--- config.mk ---
export PLATFORM = sky130hd
export DESIGN_NAME = alarm_scheduler
export DESIGN_NICKNAME = d
export VERILOG_FILES = /design/src/rtl/alarm_scheduler.sv
export SDC_FILE = /design/constraint.sdc
export NUM_CORES = 1
export LEC_CHECK = 0
export CORE_ASPECT_RATIO = 1.1
export CORE_UTILIZATION = 50
export DETAILED_ROUTE_END_ITERATION = 12
export PLACE_DENSITY = 0.8
export SLEW_MARGIN = 5
export SYNTH_ARGS = -nofsm -noshare
export SYNTH_HDL_FRONTEND = slang
export SYNTH_SLANG_ARGS = --single-unit
export TNS_END_PERCENT = 1
--- constraint.sdc ---
create_clock -name clk -period 2.3 [get_ports clk]
set_input_delay 0.23 -clock clk [delete_from_list [all_inputs] [get_ports clk]]
set_output_delay 0.23 -clock clk [all_outputs]
set_load 0.005 [all_outputs]
--- src/rtl/alarm_scheduler.sv ---
// Alarm controller: stores a user-set alarm time, compares it against the
// running clock time and sequences IDLE / ARMED / RINGING / SNOOZE.
//
// Handshake note: every control input is a single-cycle pulse that is acted
// on in the cycle it is high. There is no back-pressure (no ready), and all
// outputs are registered, so responses appear on the following cycle.
module alarm_scheduler #(
    parameter int TICK_DIV    = 50_000_000,
    parameter int SNOOZE_MINS = 5,
    parameter int RING_SECS   = 60
) (
    input  logic       clk,
    input  logic       reset,
    input  logic [4:0] hours,
    input  logic [5:0] mins,
    input  logic [5:0] secs,
    input  logic       arm_toggle,
    input  logic       sel,
    input  logic       plus,
    input  logic       snooze,
    input  logic       stop,
    output logic [4:0] alarm_hours,
    output logic [5:0] alarm_mins,
    output logic [1:0] edit_field,
    output logic       armed,
    output logic       ringing,
    output logic       snoozing,
    output logic [1:0] state_dbg
);

    localparam int TW = (TICK_DIV > 1) ? $clog2(TICK_DIV) : 1;

    typedef enum logic [1:0] {
        S_IDLE    = 2'd0,
        S_ARMED   = 2'd1,
        S_RINGING = 2'd2,
        S_SNOOZE  = 2'd3
    } state_t;

    state_t          state;
    state_t          state_next;

    logic [4:0]      target_h;
    logic [5:0]      target_m;
    logic [4:0]      target_h_next;
    logic [5:0]      target_m_next;

    logic [TW-1:0]   tick_cnt;
    logic [TW-1:0]   tick_cnt_next;
    logic [7:0]      sec_cnt;
    logic [7:0]      sec_cnt_next;

    logic [4:0]      alarm_h_ed;
    logic [5:0]      alarm_m_ed;
    logic [1:0]      field_ed;
    logic [1:0]      field_next;

    logic [6:0]      snz_sum;
    logic [4:0]      snz_h;
    logic [5:0]      snz_m;

    logic            cmp_now;
    logic            cmp_q;
    logic            cmp_d;
    logic            match;
    logic            ring_done;
    logic            ring_entry;

    // Compare the live time against the target; only the rising edge of
    // the registered compare counts, so a held hh:mm:00 fires once.
    assign cmp_now   = (hours == target_h) && (mins == target_m) && (secs == 6'd0);
    assign match     = cmp_q & ~cmp_d;
    assign ring_done = (sec_cnt == 8'(RING_SECS));

    // Alarm editing: sel cycles the field, plus bumps it with per-field wrap.
    always_comb begin
        alarm_h_ed = alarm_hours;
        alarm_m_ed = alarm_mins;
        field_ed   = edit_field;
        if ((state == S_IDLE) || (state == S_ARMED)) begin
            if (plus) begin
                case (edit_field)
                    2'b01:   alarm_m_ed = (alarm_mins == 6'd59) ? 6'd0 : alarm_mins + 6'd1;
                    2'b10:   alarm_h_ed = (alarm_hours == 5'd23) ? 5'd0 : alarm_hours + 5'd1;
                    default: ;
                endcase
            end
            if (sel) begin
                field_ed = (edit_field == 2'b10) ? 2'b00 : edit_field + 2'd1;
            end
        end
    end

    // Snoozed target: add minutes, carry into hours, hours wrap past 23.
    always_comb begin
        snz_sum = {1'b0, target_m} + 7'(SNOOZE_MINS);
        snz_h   = target_h;
        snz_m   = snz_sum[5:0];
        if (snz_sum >= 7'd60) begin
            snz_m = 6'(snz_sum - 7'd60);
            snz_h = (target_h == 5'd23) ? 5'd0 : target_h + 5'd1;
        end
    end

    // Next-state logic; arm_toggle beats stop beats snooze beats timeout.
    always_comb begin
        state_next = state;
        case (state)
            S_IDLE: begin
                if (arm_toggle) state_next = S_ARMED;
            end
            S_ARMED: begin
                if (arm_toggle)  state_next = S_IDLE;
                else if (match)  state_next = S_RINGING;
            end
            S_RINGING: begin
                if (arm_toggle)     state_next = S_IDLE;
                else if (stop)      state_next = S_ARMED;
                else if (snooze)    state_next = S_SNOOZE;
                else if (ring_done) state_next = S_ARMED;
            end
            S_SNOOZE: begin
                if (arm_toggle)  state_next = S_IDLE;
                else if (match)  state_next = S_RINGING;
            end
            default: state_next = S_IDLE;
        endcase
    end

    assign ring_entry = (state_next == S_RINGING) && (state != S_RINGING);

    // Datapath next values: target, edit field and the ring timer.
    always_comb begin
        target_h_next = target_h;
        target_m_next = target_m;
        field_next    = field_ed;
        tick_cnt_next = tick_cnt;
        sec_cnt_next  = sec_cnt;

        if ((state == S_RINGING) && (state_next == S_SNOOZE)) begin
            target_h_next = snz_h;
            target_m_next = snz_m;
        end else if ((state == S_ARMED) || (state_next == S_ARMED)) begin
            // While armed the target tracks the (possibly just edited)
            // alarm time; arming and leaving RINGING reload it.
            target_h_next = alarm_h_ed;
            target_m_next = alarm_m_ed;
        end

        if (ring_entry) begin
            field_next    = 2'b00;
            tick_cnt_next = '0;
            sec_cnt_next  = 8'd0;
        end else if (state == S_RINGING) begin
            if (tick_cnt == TW'(TICK_DIV - 1)) begin
                tick_cnt_next = '0;
                sec_cnt_next  = sec_cnt + 8'd1;
            end else begin
                tick_cnt_next = tick_cnt + TW'(1);
            end
        end
    end

    // State register.
    always_ff @(posedge clk) begin
        if (reset) state <= S_IDLE;
        else       state <= state_next;
    end

    // Datapath registers.
    always_ff @(posedge clk) begin
        if (reset) begin
            alarm_hours <= 5'd0;
            alarm_mins  <= 6'd0;
            edit_field  <= 2'b00;
            target_h    <= 5'd0;
            target_m    <= 6'd0;
            tick_cnt    <= '0;
            sec_cnt     <= 8'd0;
            cmp_q       <= 1'b0;
            cmp_d       <= 1'b0;
        end else begin
            alarm_hours <= alarm_h_ed;
            alarm_mins  <= alarm_m_ed;
            edit_field  <= field_next;
            target_h    <= target_h_next;
            target_m    <= target_m_next;
            tick_cnt    <= tick_cnt_next;
            sec_cnt     <= sec_cnt_next;
            cmp_q       <= cmp_now;
            cmp_d       <= cmp_q;
        end
    end

    assign armed     = (state != S_IDLE);
    assign ringing   = (state == S_RINGING);
    assign snoozing  = (state == S_SNOOZE);
    assign state_dbg = state;

endmodule

Word level (Yosys, flattened, before mapping) --
Cells that the tools add are included.
Storage, ports and cells: bits of input ports 24, output and inout port bits 18, bits in registers 62, word-level logic and storage cells 78
Cells by class: $add $sub $neg 8, bitwise operators 2, reductions and logical operators 15, $lt $le $gt $ge 1, multiplexer cells 25, equality and inequality tests 17
Operators by type and width (count):
- $mux W6 | 7
- $mux W5 | 8
- $add A26 B1 Y26 const B | 1
- $eq A26 B26 Y1 const B | 1
- $mux W26 | 1
- $mux W2 | 8
- $add A5 B1 Y5 const B | 2
- $eq A2 B2 Y1 const B | 5
- $eq A5 B5 Y1 const B | 2
- $add A8 B1 Y8 const B | 1
- $eq A8 B6 Y1 const B | 1
- $add A6 B3 Y7 const B | 1
- $ge A7 B6 Y1 const B | 1
- $add A6 B1 Y6 const B | 1
- $eq A2 B1 Y1 const B | 3
- $eq A6 B6 Y1 | 1
- $eq A6 B6 Y1 const B | 1
- $logic_not A6 Y1 | 1
- $pmux W2 S3 | 1
- $reduce_and A2 Y1 | 3
- $sub A6 B6 Y6 const B | 1
- $eq A5 B5 Y1 | 1
- $logic_and A1 B1 Y1 | 4
- $ne A2 B2 Y1 const B | 2
- other kinds (7) | 10

Depth between registers and ports, before layout --
depth after elaboration 10, mapped depth 10, depth with buffers taken out 9

Worst setup path before layout --
Ideal clock, no wire load.
path type flip-flop to flip-flop, start point register target_m[0], end point register target_h[2], path slack 0.055 ns, path buffers 0, setup time 0.132 ns, arrival time 2.113 ns, data required time 2.168 ns, clock period less this slack 2.245 ns, stages on the path, launching flop included 10, path through dfxtp_1 ha_1 xnor2_1 ha_1 nand3b_1 mux2_2 a32oi_2 nor3_1 o311ai_1 o41ai_1
Between the ends: longest elaborated chain between the ends 4
RTL lines:
- start, declared | line 44 | logic [5:0] target_m;
- start signal, assigned | line 187 | target_m <= target_m_next;
- $add A6 B3 Y7 | line 96 | snz_sum = {1'b0, target_m} + 7'(SNOOZE_MINS);
- $ge A7 B6 Y1 | line 99 | if (snz_sum >= 7'd60) begin
- $ne A2 B2 Y1 (no source line)
- $reduce_and A2 Y1 (no source line)
- end signal, assigned | line 186 | target_h <= target_h_next;
- end, declared | line 43 | logic [4:0] target_h;
Every way passes these cells. A chain may end at the register's enable or synchronous reset.

Worst setup path in the final report --
start point register target_m[2], end point register target_m[3]
Between the ends: longest elaborated chain between the ends 4, elaborated cells between the ends (all ways) 5, those cells by class 2 x add/sub; 1 x order compare; 2 x mux
RTL lines:
- $add A6 B3 Y7 * | line 96
- $sub A6 B6 Y6 or $ge A7 B6 Y1 (tied branches) | line 100, 99
- $mux W6 * | line 99
- $mux W6 * | line 140 | if ((state == S_RINGING) && (state_next == S_SNOOZE)) begin
Every way passes the cells marked *; elsewhere a longest branch is shown, timed or not.

==> summary.txt <==
Global route
  • Antenna violations before repair: 0
  • Largest net degree at the start of global routing: 24
  • Vias in the first global route: 2818
  • GRT Util Overall: 0.228
  • Global-route wire length before repair: 12600 µm
  • Overflow after GRT: 0

Timing
  • RSZ-0062 raised after global routing: yes
  • Clk_skew: 0.0114 ns
  • Setup ws final: 0.0865 ns
  • Tcrit/Tclk final: 0.962
  • Final Setup Violations: 0
  • Post-layout min period: 2.21 ns
  • Hold Slack: 0.470 ns
  • Achievable frequency: 452 MHz
  • Slew HR: 0.626
  • Hold Vio Cnt, Final: 0
  • Fin. max-slew vios: 0
  • Tightest Pin Transition: 0.557 ns
  • Setup TNS: 0 ns

Setup path
  • Worst-path maximum fanout: 4
  • RR Endpoint: target_m[3]$_SDFFE_PP0P_
  • WS Path Type: reg -> reg
  • Kind of end point of the critical path: flop
  • R2r setup slk: 0.09 ns
  • Crit path cell chain: a21oi_2, xnor2_1, ha_2, nand3_1, mux2_2, a32oi_2, buf_4, nor2_1, mux2i_1, o221ai_1
  • Worst r2r src: target_m[2]$_SDFFE_PP0P_
  • R2R cell count: 10
  • WP depth: 10
  • Slowest CP cell: dfxtp_1
  • CP startpoint kind: flop
  • Setup crit end: target_m[3]$_SDFFE_PP0P_
  • Crit path from: target_m[2]$_SDFFE_PP0P_
  • Arrival time worst endpoint: 2.43 ns
  • Critical Path RT: 2.52 ns
  • Crit path largest cell delay: 0.44 ns
  • Crit path max-delay family: multiplexers
  • Worst Path Buf+Inv: 1

Synth
  • Yosys cell types: 71
  • Synth top area share: 0.358
  • #FFs+latches synth: 62
  • Prevailing post-synth register cell: dfxtp_1
  • Yosys synthesis warning count: 0
  • Ys async rst share: 0
  • Mean post-synth cell area: 8.62 µm²
  • Synth Net Count: 435
  • Post-synth EDFFs: 0
  • Top cells by area, synth: dfxtp_1 (36%), nor2_1 (7.3%), xor2_1 (6.8%)
  • Mapped cell area: 0.00347 mm²
  • Largest area contributor in the netlist: dfxtp_1
  • Post-synthesis sequential area ratio: 0.358
  • Gate Count Post-Synth: 402

Final layout
  • Area grow syn2layout: 22.2%
  • N_diodes: 0
  • Share of cells above drive strength 1: 0.118
  • Final std cells w/o fill: 548
  • Nets@finish: 494

Floorplanning
  • Initial Util: 0.523
  • Die area: 0.00727 mm²
  • Total core area: 0.00663 mm²
  • Die Wd: 81.4 µm
  • Die Ht: 89.3 µm
  • I/O pins: 42
  • # rows: 31

Routing
  • First-pass DRT Iterations: 4
  • Vias: 3093
  • DRT iter0 DRCs: 131
  • Aggregate routed wire length: 7690 µm
  • Avg WL per Cell: 14.0 µm
  • DRC Markers: 0
  • Vias per cell: 5.64
  • Post-DRT Antenna Nets: 0

Clock network
  • CTS tree: done
  • Sink Count: 62
  • Skew-Pair Late Insertion Delay: 0.34 ns
  • Clk buf depth: 2
  • CTS clk-pin slew, worst paths: 0.07 ns
  • Num CTS Buffers: 9
  • CTS Root Cell: clkbuf_8
  • CTS H-tree depth: 3

Power
  • Lkg Pwr: 1.62 nW
  • Power per Cell Area: 510 mW/mm²
  • Peak VDD IR: 0.271 mV

Job
  • Max_cap viols: 0

Worst hold path
  • Worst hold path type: reg -> reg
  • WHS Path Cells: 1

Placed design
  • Port Buffers: 41
  • Final HPWL DP: 5760 µm
  • GPL Wtd Cong: 0.868
  • Placed insts: 531
  • Pre-CTS WS: 0.0484 ns

Run status
  • Status: finished clean
[synthesized netlist by cell type, types with 3 or more instances]
library cell	number
nand4_1	14
nor2b_1	4
nand2_1	27
nand2b_1	6
nand3_1	17
mux2i_1	8
nor3_1	10
dfxtp_1	62
nor3b_1	4
buf_2	4
and2_1	4
inv_1	8
nor4_1	4
a211oi_1	3
and3_1	7
xnor2_1	21
a21oi_1	16
nor2_1	67
o21ai_0	11
or3_1	3
ha_1	9
xor2_1	27
[per-stage QoR]
stage          area (µm²)  utilization  total power [mW]
2_1_floorplan        3470            -              1.23
3_3_place_gp         4030        0.608              1.31
3_5_place_dp         4030        0.608              1.32
4_1_cts              4210        0.635              2.18
5_1_grt              4240        0.639              2.26
6_report             4240        0.639              2.16
[sequential cells by signal (all words and copies together), names as in the netlist]
signal,flops
tick_cnt,26
sec_cnt,8
alarm_mins,6
target_m,6
alarm_hours,5
target_h,5
edit_field,2
state_dbg,2
cmp_d,1
cmp_q,1
[kinds of logic (layout without fill, tap and decap cells)]
group,count (synthesis),count (layout),synth area share
simple gates,190,190,0.300
flops,62,62,0.358
compound gates,61,61,0.125
xor+xnor,48,48,0.121
buf+inv,23,87,0.0375
fa+ha+maj,9,9,0.0325
mux,9,9,0.0263
[what timing repair did]
item                                    4_1_cts  5_1_grt
hold buffers                                  0        0
gates resized for setup                       0        4
endpoints found under the setup margin        0        7
buffers inserted                              0        1
[layer usage]
| layer | share of wire | track usage | up-vias | wire [µm] |
|---|---|---|---|---|
| met2 | 0.49 | 0.392 | 60 | 3750 |
| li1 | - | - | 1555 | - |
| met5 | 0 | 0 | - | 0 |
| met1 | 0.45 | 0.267 | 1458 | 3450 |
| met4 | 0.028 | 0.119 | 0 | 219 |
| met3 | 0.034 | 0.0429 | 20 | 263 |
[final cells by class]
class / instances / area, µm²
fillers: 570 / 2390
multi-input cells: 317 / 2110
inverters: 9 / 33.8
clock inverters: 3 / 18.8
flip-flops and latches: 62 / 1240
well taps: 82 / 103
clock buffers: 13 / 159
repair buffers: 62 / 568
[layout by cell type, fill, tap and decap left out, types with 3 or more instances in the layout]
master / instances
buf_4: 21
nand2_1: 27
a211oi_1: 3
nor2_1: 67
xor2_1: 27
a21oi_1: 15
dfxtp_1: 62
o21ai_0: 11
nor3_1: 10
nand3_1: 17
nor2b_1: 4
clkdlybuf4s50_1: 41
nand4_1: 14
ha_1: 8
a21oi_2: 3
mux2i_1: 8
clkbuf_8: 11
xnor2_1: 20
inv_1: 8
nor4_1: 4
nor3b_1: 4
and3_1: 7
nand2b_1: 6
and2_1: 4
[power by group]
part	leakage [nW]	total, mW	switching, mW	internal, mW
Clock	0.0934	0.864	0.415	0.449
Combinational	1.03	0.195	0.0907	0.104
Sequential	0.501	1.10	0.0163	1.09
Total	1.62	2.16	0.522	1.64
[worst min path at each step]
| stage | to | slack, ns | start |
|---|---|---|---|
| CTS | cmp_d$_SDFF_PP0_ | 0.47 | cmp_q$_SDFF_PP0_ |
| finish | cmp_d$_SDFF_PP0_ | 0.47 | cmp_q$_SDFF_PP0_ |
| floorplan | alarm_mins[4]$_SDFF_PP0_ | 0.31 | reset |
| global placement | cmp_d$_SDFF_PP0_ | 0.44 | cmp_q$_SDFF_PP0_ |
| global route | cmp_d$_SDFF_PP0_ | 0.48 | cmp_q$_SDFF_PP0_ |
| detailed placement | cmp_d$_SDFF_PP0_ | 0.45 | cmp_q$_SDFF_PP0_ |
[worst register-to-register path, cell delays in order (launching register included)]
cell,delay [ns]
dfxtp_1,0.44
a21oi_2,0.08
xnor2_1,0.23
ha_2,0.24
nand3_1,0.07
mux2_2,0.28
a32oi_2,0.23
buf_4,0.15
nor2_1,0.07
mux2i_1,0.19
o221ai_1,0.12
(Power assumes the default switching activity.)
